--- src/rtl/fetch_ctrl_pkg.sv ---
// Shared definitions for the instruction-fetch sequencer:
// FSM state encodings, PC-select codes and default widths/constants.
package fetch_ctrl_pkg;

  localparam int unsigned ADDR_W_DEF     = 32;
  localparam int unsigned INSTR_W        = 32;
  localparam int unsigned IMEM_DEPTH_DEF = 1024;
  localparam logic [31:0] RESET_PC_DEF   = 32'h0000_0000;

  // PC mux steering codes
  localparam logic [1:0] PC_SEL_PLUS4  = 2'd0;
  localparam logic [1:0] PC_SEL_TARGET = 2'd1;
  localparam logic [1:0] PC_SEL_RESET  = 2'd2;

  typedef enum logic [2:0] {
    ST_IDLE  = 3'd0,
    ST_LOAD  = 3'd1,
    ST_READY = 3'd2,
    ST_BOOT  = 3'd3,
    ST_RUN   = 3'd4,
    ST_HALT  = 3'd5
  } state_t;

  // States in which the NoC loader may hand over a program word
  function automatic logic accepts_load(state_t s);
    return (s == ST_IDLE) || (s == ST_LOAD) || (s == ST_HALT);
  endfunction

endpackage

--- src/rtl/fetch_ctrl_imem_loader.sv ---
// Program-image loader: load handshake, word counter, IMEM write address
// generation and sticky overflow flag.
// Ports:
//   clk, rst          clock, synchronous active-high reset
//   load_valid/ready  NoC word handshake (ready is owned by the FSM)
//   load_data         program word
//   restart           reload from HALT: write at address 0, count restarts
//   handshake         word consumed this cycle
//   imem_we/waddr/wdata  instruction memory write port
//   load_count        words written so far (saturates at IMEM_DEPTH)
//   load_error        sticky: a word arrived with the memory already full
module imem_loader
  import fetch_ctrl_pkg::*;
#(
  parameter int unsigned ADDR_W     = ADDR_W_DEF,
  parameter int unsigned DATA_W     = INSTR_W,
  parameter int unsigned IMEM_DEPTH = IMEM_DEPTH_DEF
) (
  input  logic                         clk,
  input  logic                         rst,
  input  logic                         load_valid,
  input  logic                         load_ready,
  input  logic [DATA_W-1:0]            load_data,
  input  logic                         restart,
  output logic                         handshake,
  output logic                         imem_we,
  output logic [ADDR_W-1:0]            imem_waddr,
  output logic [DATA_W-1:0]            imem_wdata,
  output logic [$clog2(IMEM_DEPTH):0]  load_count,
  output logic                         load_error
);

  localparam int unsigned CNT_W = $clog2(IMEM_DEPTH) + 1;

  logic full;

  assign handshake  = load_valid & load_ready;
  // A reload from HALT starts over at word 0, so it can never overflow
  assign full       = ~restart & (load_count == CNT_W'(IMEM_DEPTH));
  assign imem_we    = handshake & ~full;
  assign imem_waddr = restart ? '0 : ADDR_W'({load_count, 2'b00});
  assign imem_wdata = load_data;

  // Word counter and sticky overflow flag
  always_ff @(posedge clk) begin
    if (rst) begin
      load_count <= '0;
      load_error <= 1'b0;
    end else if (handshake) begin
      if (restart) begin
        load_count <= CNT_W'(1);
      end else if (full) begin
        load_error <= 1'b1;
      end else begin
        load_count <= load_count + CNT_W'(1);
      end
    end
  end

endmodule

--- src/rtl/fetch_ctrl.sv ---
// Instruction-fetch sequencer: loads the program image into IMEM, boots the
// core at RESET_PC, then steers the PC through normal fetch, redirects,
// hazard stalls and halt.
// Ports:
//   clk, rst                     clock, synchronous active-high reset
//   load_valid/ready/data/last   NoC program-image stream
//   start                        begin execution once the image is loaded
//   hazard_stall                 freeze PC and IF/ID
//   branch_taken/branch_target   redirect from execute
//   halt_req                     core executed halt
//   imem_we/waddr/wdata          instruction memory write port
//   pc_we, pc_sel, pc_target     PC register enable, mux select, redirect address
//   flush_if_id                  squash IF/ID contents
//   state                        current FSM state code
//   load_count, load_error       loader status
module fetch_ctrl
  import fetch_ctrl_pkg::*;
#(
  parameter int unsigned        ADDR_W     = ADDR_W_DEF,
  parameter int unsigned        DATA_W     = INSTR_W,
  parameter int unsigned        IMEM_DEPTH = IMEM_DEPTH_DEF,
  parameter logic [ADDR_W-1:0]  RESET_PC   = ADDR_W'(RESET_PC_DEF)
) (
  input  logic                         clk,
  input  logic                         rst,
  input  logic                         load_valid,
  output logic                         load_ready,
  input  logic [DATA_W-1:0]            load_data,
  input  logic                         load_last,
  input  logic                         start,
  input  logic                         hazard_stall,
  input  logic                         branch_taken,
  input  logic [ADDR_W-1:0]            branch_target,
  input  logic                         halt_req,
  output logic                         imem_we,
  output logic [ADDR_W-1:0]            imem_waddr,
  output logic [DATA_W-1:0]            imem_wdata,
  output logic                         pc_we,
  output logic [1:0]                   pc_sel,
  output logic [ADDR_W-1:0]            pc_target,
  output logic                         flush_if_id,
  output logic [2:0]                   state,
  output logic [$clog2(IMEM_DEPTH):0]  load_count,
  output logic                         load_error
);

  // The PC register loads RESET_PC through the mux; it must be a word address
  if (RESET_PC[1:0] != 2'b00) begin : g_bad_reset_pc
    $error("fetch_ctrl: RESET_PC must be word aligned");
  end

  state_t              state_q;
  state_t              state_d;
  logic                load_ready_q;
  logic [ADDR_W-1:0]   pc_target_q;
  logic                redirect;
  logic                handshake;
  logic                restart;

  assign state      = state_q;
  assign load_ready = load_ready_q;
  assign restart    = (state_q == ST_HALT);
  // Mux sees the live target on a redirect; the register keeps the last one
  assign pc_target  = redirect ? branch_target : pc_target_q;

  imem_loader #(
    .ADDR_W     (ADDR_W),
    .DATA_W     (DATA_W),
    .IMEM_DEPTH (IMEM_DEPTH)
  ) u_loader (
    .clk        (clk),
    .rst        (rst),
    .load_valid (load_valid),
    .load_ready (load_ready_q),
    .load_data  (load_data),
    .restart    (restart),
    .handshake  (handshake),
    .imem_we    (imem_we),
    .imem_waddr (imem_waddr),
    .imem_wdata (imem_wdata),
    .load_count (load_count),
    .load_error (load_error)
  );

  // State register, registered load_ready and debug copy of the redirect target
  always_ff @(posedge clk) begin
    if (rst) begin
      state_q      <= ST_IDLE;
      load_ready_q <= 1'b0;
      pc_target_q  <= '0;
    end else begin
      state_q      <= state_d;
      load_ready_q <= accepts_load(state_d);
      if (redirect) begin
        pc_target_q <= branch_target;
      end
    end
  end

  // Next state and PC steering
  always_comb begin
    state_d     = state_q;
    pc_we       = 1'b0;
    pc_sel      = PC_SEL_RESET;
    flush_if_id = 1'b0;
    redirect    = 1'b0;

    unique case (state_q)
      ST_IDLE, ST_LOAD, ST_HALT: begin
        if (handshake) begin
          state_d = load_last ? ST_READY : ST_LOAD;
        end
      end
      ST_READY: begin
        if (start) begin
          state_d = ST_BOOT;
        end
      end
      ST_BOOT: begin
        pc_we       = 1'b1;
        pc_sel      = PC_SEL_RESET;
        flush_if_id = 1'b1;
        state_d     = ST_RUN;
      end
      ST_RUN: begin
        pc_sel = PC_SEL_PLUS4;
        if (halt_req) begin
          flush_if_id = 1'b1;
          state_d     = ST_HALT;
        end else if (branch_taken) begin
          // Redirect wins over a simultaneous stall
          pc_we       = 1'b1;
          pc_sel      = PC_SEL_TARGET;
          flush_if_id = 1'b1;
          redirect    = 1'b1;
        end else if (!hazard_stall) begin
          pc_we = 1'b1;
        end
      end
      default: begin
        state_d = ST_IDLE;
      end
    endcase
  end

endmodule
--- config.mk ---
export PLATFORM = sky130hd
export DESIGN_NAME = fetch_ctrl
export DESIGN_NICKNAME = d
export VERILOG_FILES = /design/src/rtl/fetch_ctrl_pkg.sv /design/src/rtl/fetch_ctrl_imem_loader.sv /design/src/rtl/fetch_ctrl.sv
export SDC_FILE = /design/constraint.sdc
export NUM_CORES = 1
export LEC_CHECK = 0
export BUFFER_PORTS_ARGS = -buffer_cell sky130_fd_sc_hd__buf_2
export CAP_MARGIN = 20
export CELL_PAD_IN_SITES_DETAIL_PLACEMENT = 0
export CELL_PAD_IN_SITES_GLOBAL_PLACEMENT = 2
export CORE_ASPECT_RATIO = 1.1
export CORE_UTILIZATION = 21
export DETAILED_ROUTE_END_ITERATION = 10
export MAX_ROUTING_LAYER = met4
export PLACE_DENSITY_LB_ADDON = 0.1
export RECOVER_POWER = 100
export SLEW_MARGIN = 20
export SYNTH_ARGS = -nofsm -noshare
export SYNTH_HDL_FRONTEND = slang
export SYNTH_SLANG_ARGS = --single-unit
--- constraint.sdc ---
create_clock -name clk -period 1.8 [get_ports clk]
set_input_delay 0.18 -clock clk [delete_from_list [all_inputs] [get_ports clk]]
set_output_delay 0.18 -clock clk [all_outputs]
set_load 0.02 [all_outputs]
# [Word-level counts from Yosys, hierarchy flattened]
# Index checks and enable logic that the tools add are counted.
[totals] regBits=48 latch_bits=0 ram_bits=0 rom_bits=0 in_bits=72 output_inout_bits=117 memories=0
[classes] add_sub_neg=1 mul=0 n_div=0 magnitude_cmp=0 eq_ne=9 shift=0 muxes=21 bitwise=5 reduce_logical=7
[op_table] operator="32-bit 2-to-1 mux" count=1
[op_table] operator="11-bit 2-to-1 mux" count=2
[op_table] operator="13-bit 2-to-1 mux" count=1
[op_table] operator="3-bit case mux with 4 select lines" count=1
[op_table] operator="11-bit by 1-bit adder with 11-bit output (second input constant)" count=1
[op_table] operator="11-bit equality test (second input constant)" count=1
[op_table] operator="3-bit equality test (second input constant)" count=3
[op_table] operator="1-bit 2-to-1 mux" count=9
[op_table] operator="3-bit 2-to-1 mux" count=3
[op_table] operator="3-bit by 1-bit equality test with 1-bit output (second input constant)" count=2
[op_table] operator="3-bit by 2-bit equality test with 1-bit output (second input constant)" count=2
[op_table] operator="3-bit logical NOT" count=2
[op_table] operator="2-bit 2-to-1 mux" count=2
[op_table] operator="1-bit case mux with 2 select lines" count=2
[op_table] operator="1-bit AND" count=3
[op_table] operator="3-bit AND reduction" count=1
[op_table] operator="3-bit OR reduction" count=1
[op_table] operator="1-bit logical OR" count=2
[op_table] operator="2-bit by 1-bit != test with 1-bit output (second input constant)" count=1
[op_table] operator="1-bit NOT" count=2
[op_table] operator="2-bit AND reduction" count=1

# [Logic depth before layout (Yosys ltp)]
# Gate-level depths: netlist (run 1).
[logic_depth] depth_word=6 depth_mapped=7 depth_no_buf=6

# [Cells and area by module]
# A second synthesis (run 1) with hierarchy kept.
[unflattened] hier_cells=349 area_unflattened_um2=3220.6
[by_module_without_submodules] mod="fetch_ctrl" instances=1 cells_per_inst=204 area_per_inst_um2=2070.7 seq_area_each_um2=720.7
[by_module_without_submodules] mod="imem_loader" instances=1 cells_per_inst=145 area_per_inst_um2=1149.9 seq_area_each_um2=240.2

# [Worst setup path after synthesis (run 1)]
# OpenSTA, ideal clock, no wires.
[synth_path] path_kind="register to register" startpoint="reg u_loader.load_count[0]" endpoint="reg u_loader.load_count[0]" t_arrival_ps=1747 slack_ps=-88 path_stages_with_launch=8 path_cell_list="dfxtp_1 inv_1 ha_1 nor4b_1 and4_1 clkbuf_1 nor2_1 a211oi_1"
[synth_between] elab_chain_cells=4 elab_cells_between_ends=7 classes_between="1 x add/sub; 2 x eq/ne; 2 x mux; 1 x bitwise; 1 x reduce/logical"
[synth_lines] element="from (decl)" line_no="fetch_ctrl_imem_loader.sv:29" rtl="output logic [$clog2(IMEM_DEPTH):0] load_count,"
[synth_lines] element="from (signal assigned)" line_no="fetch_ctrl_imem_loader.sv:55" rtl="load_count <= load_count + CNT_W'(1);"
[synth_lines] element="parallel branches: the longest is 4 deep, another holds 11-bit by 1-bit adder with 11-bit output"
# Several ways; the timed one is not identified. The select of a mux whose other input is x is not followed.
# A chain may end at the register's enable or synchronous reset.

# [Worst setup path after layout (run 1)]
[layout_path] startpoint="reg state_q[1] (netlist: state[1])" endpoint="out pc_target[28]"
[layout_between] elab_chain_cells=3
[layout_lines] element="from (decl)" line_no="fetch_ctrl.sv:52" rtl="state_t state_q;"
[layout_lines] element="from (signal assigned)" line_no="fetch_ctrl.sv:92" rtl="state_q <= state_d;"
[layout_lines] element="3-bit equality test" line_no="fetch_ctrl.sv:108" rtl="unique case (state_q)"
[layout_lines] element="1-bit 2-to-1 mux" line_no="fetch_ctrl.sv:108"
[layout_lines] element="32-bit 2-to-1 mux"
[layout_lines] element="to (decl)" line_no="fetch_ctrl.sv:40" rtl="output logic [ADDR_W-1:0] pc_target,"
# Every way passes these cells.

==> flow_metrics.py, run 1 <==
metrics = {
    "cells_and_area": {
        "final_cell_mix": "buf_2 (77), dfxtp_1 (46), nor2b_1 (35)",
        "final_nets": 435,
        "post-route-util": 0.278,
        "fill_cells": 1314,
        "areaGrowthSynthToFinish_pct": 29.3,
        "seqCellArea_sq_um": 963,
        "final_common_cell": "buf_2",
        "multi_input_area_sq_mm": 0.00125,
        "antenna_cells": 0,
        "drive_above_1_share": 0.431,
    },
    "global_routing": {
        "grt_use_total": 0.104,
        "grt_max_degree": 34,
        "overflow": 0,
        "antenna_found_initial": 0,
        "grt_pass1_wl_um": 9930,
        "grt_pass1_vias": 2046,
    },
    "placed_design": {
        "gp_congestion": 0.662,
        "numPortBuffers": 103,
        "hpwl_um": 4790,
    },
    "route": {
        "drt-vias-per-instance": 4.04,
        "drc": 0,
        "drt_iter0_markers": 86,
        "wl_per_cell_um": 13.2,
        "via_count": 2085,
        "drtAntennaViolNets": 0,
        "totalWireLength_um": 6820,
        "dr.pass1.iters": 4,
    },
    "synthesis": {
        "ys_types": 36,
        "yosys.area.top_type_share": 0.373,
        "synthFlopType": "dfxtp_1",
        "ys_seq_area_frac": 0.373,
        "syn_inst": 275,
        "synth.avg_cell_area_sq_um": 9.36,
        "synth_edf_count": 0,
        "synthTopCellsByArea": "dfxtp_1 (37%), buf_4 (15%), mux2_2 (14%), nor2b_1 (8.5%), and2_1 (2.7%)",
        "synth_top_cell_by_area": "dfxtp_1",
        "yosysWarningCount": 0,
        "syn-cell-area_sq_mm": 0.00257,
        "ys_seq_elements": 48,
        "synthArstFlopShare": 0,
    },
    "power": {
        "power_frac_comb": 0.107,
        "seq_power_share": 0.477,
        "p_sw_frac": 0.258,
        "p_clk_frac": 0.415,
        "ir_drop_mv": 0.297,
        "p_int_mw": 1.68,
        "switchingPower_mw": 0.584,
        "leakage_nw": 1.55,
        "p_per_area_mw_per_mm2": 681,
    },
    "timing": {
        "fin_ws_ns": -0.00758,
        "holdWs_ns": 0.240,
        "post-route-period-util": 1.00,
        "period_minus_slack_ns": 1.81,
        "drv_slew": 0,
        "rsz0062_at_grt": "true",
        "fin_skew_ns": 0.00605,
        "setup_viol": 4,
        "max_freq_mhz": 553,
        "hold_viol": 0,
    },
    "cts": {
        "numCtsBuffers": 5,
        "cts_tree": "done",
        "clk-insertion-delay-late_ns": 0.29,
        "clk_path_buf_depth": 2,
        "cts.sinks": 48,
        "root_buffer": "clkbuf_16",
        "htree_levels": 2,
        "clkTransAtPathRegs_ns": 0.07,
    },
    "floorplanning": {
        "chipHeight_um": 118,
        "rows": 42,
        "ios": 189,
        "core_sq_mm": 0.0120,
        "die_x_um": 108,
        "initial_utilization": 0.215,
        "die_area_sq_mm": 0.0127,
    },
    "worst_setup_path": {
        "worst-path-stages": 6,
        "critical_path_required_ns": 1.62,
        "critPathLaunchType": "flop",
        "path_max_fanout": 8,
        "reg2regPathDepth": 4,
        "crit_buf_inv": 3,
        "cp_slowest_cell": "dfxtp_2",
        "max_stage_delay_ns": 0.33,
        "worstSetupPathType": "reg2out",
        "cp.arrival_ns": 1.63,
        "crit_chain": "nor2_4 > nand4b_1 > buf_6 > clkbuf_16 > mux2_2 > buf_2",
        "critPathTopFamily": "buffers and inverters",
        "end_kind": "output port",
    },
    "worst_hold_path": {
        "min_path_cells": 3,
        "hold_class": "in2reg",
    },
    "outcome": {
        "violations": "negative setup slack",
        "status": "finished with violations",
    },
    "job": {
        "maxCapViolCount": 0,
    },
}
==> metrics by stage <==
stage | cell area, sq um | cells | power [mW] | setup slack (ns) | TNS (ns)
finish | 3330 | 516 | 2.27 | -0.00758 | -0.0239
global route | 3330 | 516 | 2.38 | -0.0516 | -1.23
CTS | 3210 | 512 | 2.31 | -0.00992 | -0.0257
detailed placement | 3060 | 504 | 1.35 | 0.155 | 0
global placement | 3060 | 504 | 1.35 | 0.170 | 0
floorplan | 2650 | 295 | 1.38 | -0.00454 | -0.0975
==> sequential cells by signal, indices dropped and copies added, names as in the netlist <==
name	count
load_ready	1
pc_target_q	32
u_loader.load_count	11
state	3
u_loader.load_error	1
==> power by group through the flow <==
| stage | Clock [mW] | Sequential, mW | Combinational, mW |
|---|---|---|---|
| after floorplan | 0 | 1.12 | 0.262 |
| after global placement | 0 | 1.10 | 0.244 |
| after detailed placement | 0 | 1.10 | 0.245 |
| after CTS | 0.984 | 1.08 | 0.247 |
| after global routing | 1.02 | 1.08 | 0.270 |
| final | 0.942 | 1.08 | 0.243 |
==> path summary, 6_finish.rpt <==
kind	start	end	slack, ns
setup / recovery	state[1]$_SDFF_PP0_	pc_target[28]	-0.008
hold reg to reg	u_loader.load_error$_SDFFE_PP0P_	u_loader.load_error$_SDFFE_PP0P_	0.47
setup reg to reg	u_loader.load_count[3]$_SDFFE_PP0P_	u_loader.load_count[9]$_SDFFE_PP0P_	0.15
hold / removal	branch_target[8]	pc_target_q[8]$_SDFF_PP0_	0.24
==> area by class of cell <==
class                   count  area share
clock inverters             1     0.00263
multi-input cells         177       0.376
flip-flops and latches     48       0.289
inverters                   4     0.00451
well taps                 154      0.0579
repair buffers            125       0.230
clock buffers               7      0.0398
==> Yosys cell counts, drive strengths merged (3+ instances only) <==
master / number
nand3b: 5
mux2: 32
o31ai: 3
nor2b: 35
a21oi: 9
xnor2: 5
nand4: 3
inv: 4
nand3: 3
nor2: 12
nand2: 8
buf: 57
and2: 12
or3: 3
dfxtp: 48
clkbuf: 9
o21ai: 5
==> tightest hold or removal path: stages <==
cell,delay (ns)
buf_2,0.07
mux2_2,0.14
nor2b_1,0.11
==> logic make-up (layout without fill, tap and decap cells) <==
logic type | Yosys count | in the layout | synth area share
muxes | 32 | 32 | 0.140
adders and majority gates | 2 | 2 | 0.00972
DFF | 48 | 48 | 0.373
other | 1 | 21 | 0.00146
xor gates and xnor gates | 6 | 6 | 0.0204
AOI/OAI and AO/OA | 23 | 23 | 0.0549
buffers and inverters | 70 | 137 | 0.181
and+or+nand+nor | 93 | 93 | 0.219
==> repair_timing <==
| item | CTS | global route |
|---|---|---|
| pin swaps | 0 | 2 |
| gates resized for setup | 4 | 27 |
| endpoints found under the setup margin | 30 | 34 |
| hold buffers | 0 | 0 |
| setup buffers | 0 | 1 |
| gates cloned | 0 | 3 |
==> metal layers <==
| metal | vias to the layer above | part of all wire | track usage |
|---|---|---|---|
| met5 | - | 0 | - |
| met4 | 0 | 0.0097 | 0.0334 |
| met3 | 5 | 0.088 | 0.0425 |
| met2 | 87 | 0.49 | 0.170 |
| met1 | 979 | 0.41 | 0.113 |
| li1 | 1014 | - | - |
Note: power is estimated with default switching activity, not from simulation.
==> run 2: changes to the inputs <==
- CORE_ASPECT_RATIO: 1.1 -> 0.9
- clock period: 1.8 -> 1.9 ns (I/O delays scaled with it)
==> run 2 against run 1 <==
  * The run now ends clean
  * Global-route usage grew 0.11 points
  * Hold slack better by 0.0098 ns
  * Final cell count shrank 0.97%
  * Clock power rose by 21%
  * Non-clock buffer count is 6 lower
  * Routed wire length shrank 3.4%
  * Via count decreased by 4.8%
  * Core utilization is essentially flat
  * Clock skew hardly changed
  * Sequential share of layout area increased by 0.83 points
  * Register-to-register slack gained 0.08 ns
  * Sequential power decreased by 5%
  * Critical path type unchanged
  * Largest cell class unchanged
  * Largest power group is now clock
==> flow_metrics.py, run 2 (same netlist as run 1, synthesis figures left out) <==
metrics = {
    "route": {
        "drt-vias-per-instance": 3.88,
        "wl_per_cell_um": 12.9,
        "totalWireLength_um": 6580,
        "drc": 0,
        "drtAntennaViolNets": 0,
        "drt_iter0_markers": 32,
        "via_count": 1984,
        "dr.pass1.iters": 6,
    },
    "worst_setup_path": {
        "critical_path_required_ns": 1.71,
        "cp.arrival_ns": 1.63,
        "worstSetupEndpoint": "pc_target[18]",
        "rr_endpoint": "u_loader.load_count[9]$_SDFFE_PP0P_",
        "startpoint": "state[1]$_SDFF_PP0_",
        "max_stage_delay_ns": 0.38,
        "worstSetupPathType": "reg2out",
        "path_max_fanout": 10,
        "reg2regPathDepth": 4,
        "cp_slowest_cell": "dfxtp_1",
        "critPathLaunchType": "flop",
        "crit_chain": "nor2_4 > nand4b_1 > buf_4 > clkbuf_16 > mux2_2 > buf_2",
        "reg2reg_slack_ns": 0.23,
        "end_kind": "output port",
        "worst_r2r_startpoint": "u_loader.load_count[3]$_SDFFE_PP0P_",
    },
    "global_routing": {
        "grt_max_degree": 23,
        "antenna_found_initial": 0,
        "overflow": 0,
        "grt_pass1_wl_um": 10000,
        "grt_pass1_vias": 1982,
        "grt_use_total": 0.105,
    },
    "placed_design": {
        "gp_congestion": 0.656,
        "dp.cells": 501,
        "hpwl_um": 4760,
        "dpl_worst_slack_ns": 0.247,
        "place_area_sq_mm": 0.00302,
        "numPortBuffers": 103,
    },
    "cells_and_area": {
        "final_cell_mix": "buf_2 (54), dfxtp_1 (46), nor2b_1 (35)",
        "multi_input_area_sq_mm": 0.00124,
        "drive_above_1_share": 0.406,
        "final_nets": 429,
        "top_register": "pc_target_q",
        "instances_no_fill": 511,
        "antenna_cells": 0,
        "fill_cells": 1304,
        "final_common_cell": "buf_2",
        "areaGrowthSynthToFinish_pct": 25.8,
        "fin_area_sq_mm": 0.00324,
        "post-route-util": 0.278,
        "seqCellArea_sq_um": 963,
        "largest_reg_flops": 32,
    },
    "timing": {
        "post-route-period-util": 0.959,
        "fin_setup_tns_ns": 0,
        "holdWs_ns": 0.250,
        "rsz0062_at_grt": "false",
        "drv_slew": 0,
        "max_freq_mhz": 549,
        "setup_viol": 0,
        "fin_ws_ns": 0.0771,
        "hold_viol": 0,
        "period_minus_slack_ns": 1.82,
        "fin_skew_ns": 0.00606,
    },
    "cts": {
        "cts_tree": "done",
        "clk-insertion-delay-late_ns": 0.29,
        "root_buffer": "clkbuf_16",
        "numCtsBuffers": 5,
        "cts.sinks": 48,
        "clkTransAtPathRegs_ns": 0.07,
        "clk_path_buf_depth": 2,
        "htree_levels": 2,
    },
    "power": {
        "fin_total_pwr_mw": 2.38,
        "p_per_area_mw_per_mm2": 736,
        "ir_drop_mv": 0.321,
        "leakage_nw": 1.47,
    },
    "floorplanning": {
        "chipHeight_um": 107,
        "rows": 37,
        "die_area_sq_mm": 0.0127,
        "core_sq_mm": 0.0117,
        "initial_utilization": 0.221,
        "ios": 189,
        "die_x_um": 119,
    },
    "outcome": {
        "status": "finished clean",
    },
    "job": {
        "maxCapViolCount": 0,
    },
    "worst_hold_path": {
        "hp-start": "branch_target[12]",
        "hold_class": "in2reg",
    },
}
## run 2: cell count changes in the layout (fill, tap and decap cells not counted), moves of 2 or more
cell,delta
buf_4,-7
clkbuf_2,+27
bufinv_16,+2
buf_6,-9
clkbuf_1,+4
buf_2,-23
## run 2: worst min-delay path by stage
stage / endpoint / cells after the start
after global routing: pc_target_q[16]$_SDFF_PP0_ / 3
after floorplan: state[0]$_SDFF_PP0_ / 2
after CTS: load_ready$_SDFF_PP0_ / 4
after detailed placement: imem_wdata[16] / 0
after global placement: imem_wdata[16] / 0
final: pc_target_q[12]$_SDFF_PP0_ / 3
## run 2: worst max-delay path, delay by kind of cell (launching register included)
| kind | cells | cell delay (ns) |
|---|---|---|
| buf+inv | 3 | 0.49 |
| flops | 1 | 0.38 |
| mux | 1 | 0.34 |
| simple gates | 2 | 0.13 |
## run 2: cell type report
| cell class | count | share of cell area |
|---|---|---|
| Multi-Input combinational cell | 177 | 0.383 |
| Sequential cell | 48 | 0.298 |
| Timing Repair Buffer | 119 | 0.197 |
| Tap cell | 156 | 0.0603 |
| Clock buffer | 5 | 0.0386 |
| Clock inverter | 2 | 0.0185 |
| Inverter | 4 | 0.00464 |
## run 2: per-layer routing
layer / track usage / part of all wire
met5: - / 0
met4: 0.0416 / 0.014
met3: 0.0250 / 0.057
met2: 0.155 / 0.44
met1: 0.137 / 0.49
## run 2: timing repair
action / CTS / global route
pin swaps: 0 / 2
cloned: 0 / 1
setup buffers: 0 / 2
hold buffers: 0 / 0
resized for setup: 3 / 7
endpoints found under the setup margin: 33 / 33
## run 2: power breakdown
group / switching, mW / leakage, nW / internal [mW]
Combinational: 0.143 / 0.992 / 0.0777
Sequential: 0.00870 / 0.388 / 1.02
Clock: 0.391 / 0.0899 / 0.747
==> run 3: changes to the inputs <==
- ABC_AREA: not set -> 1
- CORE_UTILIZATION: 21 -> 20
- PLACE_DENSITY_LB_ADDON: 0.1 -> 0.08
==> run 3 against run 2 <==
  * Design area increased by 11%
  * Core utilization fell by 0.99 points
  * Synthesized cell count is 43% higher
  * Critical path type unchanged
  * First-iteration DRC count grew to 2.6 times the previous value
==> flow_metrics.py, run 3 <==
metrics = {
    "cells_and_area": {
        "drive_above_1_share": 0.356,
        "areaGrowthSynthToFinish_pct": 29.1,
        "final_nets": 550,
        "top_register": "pc_target_q",
        "instances_no_fill": 646,
        "post-route-util": 0.268,
        "final_cell_mix": "buf_2 (77), nor2_1 (64), inv_1 (60)",
        "final_common_cell": "buf_2",
        "largest_reg_flops": 32,
    },
    "placed_design": {
        "gp_congestion": 0.731,
        "dp.cells": 634,
        "hpwl_um": 6400,
        "numPortBuffers": 103,
    },
    "cts": {
        "htree_levels": 2,
        "clk-insertion-delay-late_ns": 0.29,
        "holdBufCountCts": 0,
        "cts_tree": "done",
        "numCtsBuffers": 5,
        "root_buffer": "clkbuf_16",
        "cts.sinks": 48,
        "clk_path_buf_depth": 2,
        "clkTransAtPathRegs_ns": 0.07,
    },
    "power": {
        "ir_drop_mv": 0.352,
        "leakage_nw": 2.07,
        "seq_power_share": 0.397,
        "p_clk_frac": 0.447,
        "fin_total_pwr_mw": 2.64,
        "p_per_area_mw_per_mm2": 732,
        "power_frac_comb": 0.157,
        "p_sw_frac": 0.269,
        "p_int_mw": 1.93,
        "switchingPower_mw": 0.710,
    },
    "route": {
        "wl_per_cell_um": 13.3,
        "via_count": 2541,
        "drc": 0,
        "drt_iter0_markers": 84,
        "drt-vias-per-instance": 3.93,
        "totalWireLength_um": 8610,
        "dr.pass1.iters": 4,
        "drtAntennaViolNets": 0,
    },
    "job": {
        "maxCapViolCount": 0,
    },
    "timing": {
        "max_freq_mhz": 535,
        "post-route-period-util": 0.984,
        "drv_slew": 0,
        "rsz0062_at_grt": "true",
        "period_minus_slack_ns": 1.87,
        "holdWs_ns": 0.139,
        "setup_viol": 0,
        "hold_viol": 0,
        "fin_skew_ns": 0.00553,
    },
    "global_routing": {
        "grt_pass1_vias": 2403,
        "grt_most_used_layer": "met2",
        "grt_pass1_wl_um": 12700,
        "met2_usage": 0.164,
        "grt_use_met1": 0.158,
        "grt_use_total": 0.119,
        "antenna_found_initial": 1,
        "grtUsageMet3": 0.0379,
        "overflow": 0,
        "grt_max_degree": 34,
    },
    "floorplanning": {
        "initial_utilization": 0.207,
        "chipHeight_um": 114,
        "die_area_sq_mm": 0.0144,
        "die_x_um": 127,
        "rows": 40,
        "core_sq_mm": 0.0135,
        "ios": 189,
    },
    "worst_setup_path": {
        "path_max_fanout": 16,
        "worstSetupPathType": "reg2out",
        "end_kind": "output port",
        "reg2reg_slack_ns": 0.32,
        "reg2regPathDepth": 8,
        "worst_r2r_startpoint": "u_loader.load_count[2]$_SDFFE_PP0P_",
        "critical_path_required_ns": 1.71,
        "cp.arrival_ns": 1.68,
        "critPathLaunchType": "flop",
        "rr_endpoint": "u_loader.load_count[9]$_SDFFE_PP0P_",
    },
    "synthesis": {
        "synth.most_common_cell": "nor2_1",
        "yosysWarningCount": 0,
        "synth.avg_cell_area_sq_um": 7.08,
        "ys_seq_elements": 48,
        "synthTopCellsByArea": "dfxtp_1 (34%), buf_4 (15%), nor2_1 (8.6%), inv_1 (8.3%), nand2_1 (4.3%)",
        "ys_types": 31,
        "ys_seq_area_frac": 0.344,
        "syn_inst": 394,
        "syn-cell-area_sq_mm": 0.00279,
        "yosys.area.top_type_share": 0.344,
        "synthArstFlopShare": 0,
        "synthTopCellsByCount": "nor2_1 (64), inv_1 (62), buf_4 (56)",
        "synth_edf_count": 0,
        "synth_top_cell_by_area": "dfxtp_1",
        "synthFlopType": "dfxtp_1",
    },
    "worst_hold_path": {
        "min_path_cells": 3,
        "hold_end": "pc_target_q[0]$_SDFF_PP0_",
        "hp-start": "branch_target[0]",
        "hold_class": "in2reg",
    },
    "outcome": {
        "status": "finished clean",
    },
}
[run 3: cell count changes after synthesis, sizes merged, moves of 11 or more]
| cell | previous run | this run |
|---|---|---|
| o21ai | 5 | 40 |
| nor2b | 35 | 0 |
| nand3 | 3 | 14 |
| mux2 | 32 | 0 |
| inv | 4 | 64 |
| or2 | 0 | 32 |
| nor2 | 12 | 67 |
| and2 | 12 | 0 |
| nand2 | 8 | 34 |
[run 3: critical path, cell delays in order, from the launching register on]
cell,delay [ns]
dfxtp_2,0.34
inv_2,0.05
nor3_4,0.21
nand3_4,0.18
clkbuf_16,0.24
o21ai_2,0.15
inv_1,0.06
buf_2,0.15
[run 3: cells by family after synthesis]
group / share of synthesized area
AND/OR/NAND/NOR: 0.269
AO/OA/AOI/OAI: 0.112
other: 0.00134
flip-flops: 0.344
buffers and inverters: 0.255
adder cells (fa/ha/maj): 0.00896
XOR/XNOR: 0.00941
[run 3: layer usage]
layer,routed length [um],share of wire,up-vias
met3,623,0.072,21
met4,187,0.022,0
met2,3640,0.42,85
met5,0,0,-
met1,4150,0.48,1136
li1,-,-,1299
[run 3: stage by stage]
step | setup TNS (ns) | worst slack (ns) | area, sq um
after floorplan | 0 | 0.246 | 2870
after global placement | 0 | 0.125 | 3240
after detailed placement | 0 | 0.105 | 3240
after CTS | -0.0254 | -0.0128 | 3470
after global routing | -1.54 | -0.0834 | 3600
final | 0 | 0.0300 | 3600
[run 3: layout make-up]
class                      instances  area (sq um)
antenna                            1          2.50
fill                            1518          9860
clock buffer                       5           125
sequential                        48           963
clock inverter                     3          68.8
multi-input combinational        235          1280
timing repair buffer             121           697
inverter                          65           256
tap                              168           210
[run 3: what timing repair did]
item / in CTS / in global routing
buffers inserted: 1 / 1
pin swaps: 1 / 0
setup endpoints to repair: 34 / 33
resized for setup: 11 / 38
gates cloned: 0 / 1
[run 3: worst max-delay path by stage]
| stage | slack, ns | cells after the start | to | from |
|---|---|---|---|---|
| 2_1_floorplan | 0.25 | 8 | pc_target[22] | state[2]$_SDFF_PP0_ |
| 3_3_place_gp | 0.12 | 7 | pc_target[21] | state[0]$_SDFF_PP0_ |
| 3_5_place_dp | 0.10 | 8 | pc_target[0] | state[2]$_SDFF_PP0_ |
| 4_1_cts | -0.01 | 7 | pc_target[6] | state[2]$_SDFF_PP0_ |
| 5_1_grt | -0.08 | 8 | pc_target[30] | state[2]$_SDFF_PP0_ |
| 6_report | 0.03 | 7 | pc_target[7] | state[2]$_SDFF_PP0_ |
[run 3: power by group through the flow]
stage | Clock, mW | Combinational, mW | Sequential (mW)
after CTS | 1.23 | 0.402 | 1.05
final | 1.18 | 0.413 | 1.05
after global placement | 0 | 0.398 | 1.07
after global routing | 1.26 | 0.454 | 1.05
after floorplan | 0 | 0.348 | 1.09
after detailed placement | 0 | 0.393 | 1.07
